===== src/rtl/coffee_pkg.sv =====
// Shared types and constants for the coffee machine front end: selection codes,
// price lookup, coin values and the credit unit state encoding.
package coffee_pkg;

  typedef logic [2:0] coffee_type_t;

  localparam coffee_type_t CT_ESPRESSO   = 3'd0;
  localparam coffee_type_t CT_LUNGO      = 3'd1;
  localparam coffee_type_t CT_CAPPUCCINO = 3'd2;
  localparam coffee_type_t CT_LATTE      = 3'd3;
  localparam coffee_type_t CT_MOCHA      = 3'd4;

  localparam int COIN_100_VAL = 1;
  localparam int COIN_500_VAL = 5;

  typedef enum logic [1:0] {
    COLLECT,
    START,
    WAIT_ACK,
    BREWING
  } cc_state_t;

  // Codes above the last defined drink are not sold.
  function automatic logic coffee_valid(input coffee_type_t t);
    return t <= CT_MOCHA;
  endfunction

  // Price in 100-unit steps; invalid codes return 0 and must be gated by coffee_valid.
  function automatic logic [2:0] coffee_price(input coffee_type_t t);
    case (t)
      CT_ESPRESSO:   return 3'd1;
      CT_LUNGO:      return 3'd2;
      CT_CAPPUCCINO: return 3'd3;
      CT_LATTE:      return 3'd3;
      CT_MOCHA:      return 3'd4;
      default:       return 3'd0;
    endcase
  endfunction

endpackage


===== src/rtl/input_debouncer.sv =====
// Conditions one raw switch: 2-flop synchroniser, stability counter and a
// registered one-cycle pulse on each debounced 0->1 transition.
module input_debouncer #(
  parameter int DEBOUNCE_CYCLES = 16
) (
  input  logic clock,
  input  logic reset,
  input  logic raw,
  output logic rise
);

  localparam int CNT_W = (DEBOUNCE_CYCLES > 1) ? $clog2(DEBOUNCE_CYCLES) : 1;
  localparam logic [CNT_W-1:0] CNT_LAST = CNT_W'(DEBOUNCE_CYCLES - 1);

  logic             sync_p0;
  logic             sync_p1;
  logic             level;
  logic             level_q;
  logic [CNT_W-1:0] cnt;

  // Synchronise, flip the debounced level after DEBOUNCE_CYCLES disagreeing cycles, register the rise.
  always_ff @(posedge clock) begin
    if (reset) begin
      sync_p0 <= 1'b0;
      sync_p1 <= 1'b0;
      level   <= 1'b0;
      level_q <= 1'b0;
      cnt     <= '0;
      rise    <= 1'b0;
    end else begin
      sync_p0 <= raw;
      sync_p1 <= sync_p0;
      if (sync_p1 != level) begin
        if (cnt == CNT_LAST) begin
          level <= sync_p1;
          cnt   <= '0;
        end else begin
          cnt <= cnt + 1'b1;
        end
      end else begin
        cnt <= '0;
      end
      level_q <= level;
      rise    <= level & ~level_q;
    end
  end

endmodule


===== src/rtl/coin_credit_unit.sv =====
// Coffee machine front end: debounced coin/confirm events, saturating credit,
// price check with change, and a start/busy handshake toward the sequencer.
module coin_credit_unit
  import coffee_pkg::*;
#(
  parameter int DEBOUNCE_CYCLES = 16,
  parameter int CREDIT_W        = 4,
  parameter int MAX_CREDIT      = 15
) (
  input  logic                clock,
  input  logic                reset,
  input  logic                coin_100,
  input  logic                coin_500,
  input  logic [2:0]          coffee_type,
  input  logic                confirm,
  input  logic                brew_busy,
  output logic [CREDIT_W-1:0] credit,
  output logic [CREDIT_W-1:0] change,
  output logic [2:0]          coffee_sel,
  output logic                brew_start,
  output logic                insufficient,
  output logic                overflow
);

  // One extra bit so credit + coin never wraps; at least wide enough for a 6-unit add.
  localparam int SUM_W = (CREDIT_W + 1 > 4) ? CREDIT_W + 1 : 4;

  logic                ev_100;
  logic                ev_500;
  logic                ev_confirm;
  cc_state_t           state;
  logic                coin_ev_p0;
  logic [SUM_W-1:0]    add_p0;
  logic [SUM_W-1:0]    sum_p0;
  logic [CREDIT_W-1:0] price_p0;
  logic                type_ok_p0;
  logic                afford_p0;

  function automatic logic credit_fits(input logic [SUM_W-1:0] s);
    return s <= SUM_W'(MAX_CREDIT);
  endfunction

  input_debouncer #(.DEBOUNCE_CYCLES(DEBOUNCE_CYCLES)) u_deb_100 (
    .clock(clock), .reset(reset), .raw(coin_100), .rise(ev_100)
  );
  input_debouncer #(.DEBOUNCE_CYCLES(DEBOUNCE_CYCLES)) u_deb_500 (
    .clock(clock), .reset(reset), .raw(coin_500), .rise(ev_500)
  );
  input_debouncer #(.DEBOUNCE_CYCLES(DEBOUNCE_CYCLES)) u_deb_confirm (
    .clock(clock), .reset(reset), .raw(confirm), .rise(ev_confirm)
  );

  // Stage p0: coin value, candidate credit and price check for the current cycle.
  always_comb begin
    add_p0 = '0;
    if (ev_100) add_p0 = add_p0 + SUM_W'(COIN_100_VAL);
    if (ev_500) add_p0 = add_p0 + SUM_W'(COIN_500_VAL);
    coin_ev_p0 = ev_100 | ev_500;
    sum_p0     = SUM_W'(credit) + add_p0;
    price_p0   = CREDIT_W'(coffee_price(coffee_type));
    type_ok_p0 = coffee_valid(coffee_type);
    afford_p0  = type_ok_p0 && (credit >= price_p0);
  end

  // Vend FSM with registered outputs; pulse outputs default low every cycle.
  always_ff @(posedge clock) begin
    if (reset) begin
      state        <= COLLECT;
      credit       <= '0;
      change       <= '0;
      coffee_sel   <= '0;
      brew_start   <= 1'b0;
      insufficient <= 1'b0;
      overflow     <= 1'b0;
    end else begin
      brew_start <= 1'b0;
      overflow   <= 1'b0;
      if (state != COLLECT && coin_ev_p0) overflow <= 1'b1;
      case (state)
        COLLECT: begin
          if (ev_confirm && afford_p0) begin
            change       <= credit - price_p0;
            coffee_sel   <= coffee_type;
            credit       <= '0;
            insufficient <= 1'b0;
            brew_start   <= 1'b1;
            state        <= START;
            if (coin_ev_p0) overflow <= 1'b1;
          end else begin
            if (coin_ev_p0) begin
              if (credit_fits(sum_p0)) begin
                credit       <= sum_p0[CREDIT_W-1:0];
                change       <= '0;
                insufficient <= 1'b0;
              end else begin
                overflow <= 1'b1;
              end
            end
            // A refused confirm is the newest information, so it wins the flag.
            if (ev_confirm) insufficient <= 1'b1;
          end
        end
        START:    state <= WAIT_ACK;
        WAIT_ACK: if (brew_busy) state <= BREWING;
        BREWING:  if (!brew_busy) state <= COLLECT;
        default:  state <= COLLECT;
      endcase
    end
  end

endmodule


===== config.mk =====
export PLATFORM = sky130hd
export DESIGN_NAME = coin_credit_unit
export DESIGN_NICKNAME = d
export VERILOG_FILES = /design/src/rtl/coffee_pkg.sv /design/src/rtl/input_debouncer.sv /design/src/rtl/coin_credit_unit.sv
export SDC_FILE = /design/constraint.sdc
export NUM_CORES = 1
export LEC_CHECK = 0
export CAP_MARGIN = 0
export CORE_MARGIN = 5
export CORE_UTILIZATION = 40
export CTS_CLUSTER_DIAMETER = 30
export DETAILED_ROUTE_END_ITERATION = 7
export GPL_TIMING_DRIVEN = 0
export PLACE_DENSITY = 0.64
export SKIP_CTS_REPAIR_TIMING = 1
export SLEW_MARGIN = 20
export SYNTH_ARGS = -nofsm -noshare
export SYNTH_HDL_FRONTEND = slang
export SYNTH_SLANG_ARGS = --single-unit

===== constraint.sdc =====
create_clock -name clock -period 3.1 [get_ports clock]
set_clock_uncertainty 0.1 [all_clocks]
set_input_delay 0.465 -clock clock [delete_from_list [all_inputs] [get_ports clock]]
set_output_delay 0.465 -clock clock [all_outputs]
set_load 0.01 [all_outputs]

==> results.yml <==
outcome:
  status: "complete, no violations"
cts:
  clock_tree.root_cell: "clkbuf_8"
  clockBufferDepth: 2
  cts_tree: "built"
  cts.clk_slew.worst_paths_ns: 0.08
  htreeDepth: 2
  cts_buffers: 5
  clock_latency_ns: 0.28
  cts_sinks: 43
route:
  antenna_left: 0
  wl_per_cell_um: 12.2
  drt_iter0_markers: 60
  num_vias: 1431
  wirelength_mm: 3.59
  drc: 0
  first_pass_iters: 4
  viasPerCell: 4.85
timing:
  setup_violations: 0
  whs_ns: 0.282
  worst_pin_slew_ns: 0.453
  finalMaxSlewViolations: 0
  fin_crit_ns: 2.95
  slew_headroom: 0.696
  rsz0062_at_grt: "no"
  hold_violations: 0
  post-route-period-util: 0.952
  fmax_mhz: 339
setup_path:
  critical-path-top-delay-family: "compound AO/OA/AOI/OAI gates"
  cp_data_arrival_time_ns: 3.07
  critPathMaxFanout: 5
  endpoint_kind: "flip-flop"
  cpPeakStageDelay_ns: 0.54
  cp_num_buf_inv: 3
  crit_chain: "clkdlybuf4s50_1 > inv_1 > a21oi_1 > ha_1 > inv_1 > fa_1 > a211o_1 > o211ai_2 > or4b_1 > a21oi_1"
  critPathKind: "input pin to flip-flop"
  critPathLaunchType: "input pin"
  cpMaxStageDelayCell: "clkdlybuf4s50_1"
  required_ns: 3.22
yosys:
  netlist_area_sq_um: 1970
  synthFlopType: "dfxtp_1"
  synth_nets: 225
  yosys_warnings: 0
  yosysTopAreaCell: "dfxtp_1"
  syn_area_per_cell_sq_um: 9.88
  synth_top_cells_by_area: "dfxtp_1 (44%), ha_1 (9.5%), xor2_1 (4.9%), nor2b_1 (3.8%), nor2_1 (3.2%)"
  synth_cell_type_count: 42
  ys_seq_elements: 43
  synth_top_area_share: 0.438
  synthCells: 199
  synth_edf_count: 0
  async_flop_share: 0
  ys_seq_area_frac: 0.438
floorplan:
  fp.dieH_um: 80.1
  initial_core_util: 0.414
  fp.dieW_um: 80.1
  core_area_sq_um: 4750
  pin_count: 23
  dieArea_sq_um: 6420
  row_count: 25
power:
  pwr-share-comb: 0.076
  power_density_nw_per_um2: 414
  irDropWorstVdd_mv: 0.356
  finalPower_w: 0.000969
  seq_power_share: 0.581
  power_frac_clock: 0.343
  leakagePower_nw: 0.985
  p_sw_w: 0.000218
  internal_power_w: 0.000751
  p_sw_frac: 0.225
layout:
  fin_area_sq_um: 2340
  fill_cells: 486
  nets: 253
  layoutNonFillerInstCount: 295
  syn_to_final_growth_pct: 19.1
  drive_above_1_share: 0.0921
  layout_commonest_cell: "dfxtp_1"
  layout_common_cells: "dfxtp_1 (43), clkdlybuf4s50_1 (21), nor2_1 (17)"
  fin_util: 0.493
  num_antenna_cells: 0
placement:
  dp_hpwl_mm: 2.68
  portBuffers: 21
  gp_congestion: 0.748
  placed_area_sq_um: 2260
  dp_cells: 287
global_routing:
  gr-usage-met1: 0.167
  grt.busiest_layer: "met2"
  track_usage: 0.125
  grt_pass1_vias: 1366
  grt_pass1_wl_mm: 6.23
  met2_usage: 0.194
  grt_overflow: 0
  grt_use_met3: 0.0291
  antenna_found_initial: 0
  grt_max_degree: 13
min_path:
  holdCritPathClass: "flip-flop to flip-flop"
run:
  max_cap_viol_count: 0
flip-flops by register name, summed over array words and instances, names as in the netlist, 2 cells and up:
register           count
change                 4
credit                 4
u_deb_100.cnt          4
u_deb_500.cnt          4
u_deb_confirm.cnt      4
coffee_sel             3
state                  2
routing by layer:
layer	vias to the layer above	routed length, um
li1	739	-
met1	670	1840
met2	16	1610
met3	6	80
met4	0	59
met5	-	0
cell families (layout without fill, tap and decap cells):
logic type	Yosys count	count (layout)	share of synthesized area
AO/OA/AOI/OAI	36	36	0.125
XOR/XNOR	12	12	0.0534
adder cells (fa/ha/maj)	17	17	0.116
buffers and inverters	22	51	0.0617
flip-flops	43	43	0.438
multiplexers	7	7	0.0363
AND/OR/NAND/NOR	62	62	0.170
synth_stat cells, types with 2 or more instances:
master	instances
o211ai_2	2
and3_1	3
fa_1	2
nand2_1	6
clkbuf_8	2
nor2_1	17
nor2b_1	12
dfxtp_1	43
ha_1	15
xor2_1	11
inv_1	15
a21oi_1	12
o21ai_0	2
a211o_1	2
a31oi_1	3
buf_2	3
mux2i_1	6
nand3_1	11
or2_2	3
o211ai_1	6
o21ai_1	2
through the flow:
stage	worst slack, ns	setup TNS, ns
floorplan	0.602	0
global placement	-0.144	-0.504
detailed placement	-0.131	-0.583
CTS	0.154	0
global route	0.0116	0
finish	0.149	0
power groups by stage:
stage                     Combinational, W  Clock (W)  Sequential (W)
final                            0.0000735   0.000332        0.000563
after global routing             0.0000824   0.000371        0.000564
after CTS                        0.0000741   0.000346        0.000563
after detailed placement         0.0000735          0        0.000576
after global placement           0.0000729          0        0.000576
after floorplan                  0.0000506          0        0.000575
final timing paths:
check / slack [ns] / end / from / cells after the start
min reg2reg: 0.28 / u_deb_100.rise$_SDFF_PP0_ / u_deb_100.level_q$_SDFF_PP0_ / 1
max: 0.15 / credit[1]$_SDFFE_PP0P_ / coffee_type[1] / 10
max reg2reg: 0.42 / credit[1]$_SDFFE_PP0P_ / u_deb_500.rise$_SDFF_PP0_ / 10
min: 0.28 / u_deb_100.rise$_SDFF_PP0_ / u_deb_100.level_q$_SDFF_PP0_ / 1
layout make-up:
| class | instances | area, sq um | share of cell area |
|---|---|---|---|
| timing repair buffer | 21 | 210 | 0.0897 |
| clock buffer | 7 | 76.3 | 0.0326 |
| clock inverter | 1 | 5.00 | 0.00214 |
| sequential | 43 | 861 | 0.368 |
| inverter | 15 | 56.3 | 0.0240 |
| tap | 67 | 83.8 | 0.0358 |
| multi-input combinational | 134 | 985 | 0.420 |
| buffer | 7 | 65.1 | 0.0278 |
(Power assumes the default switching activity.)
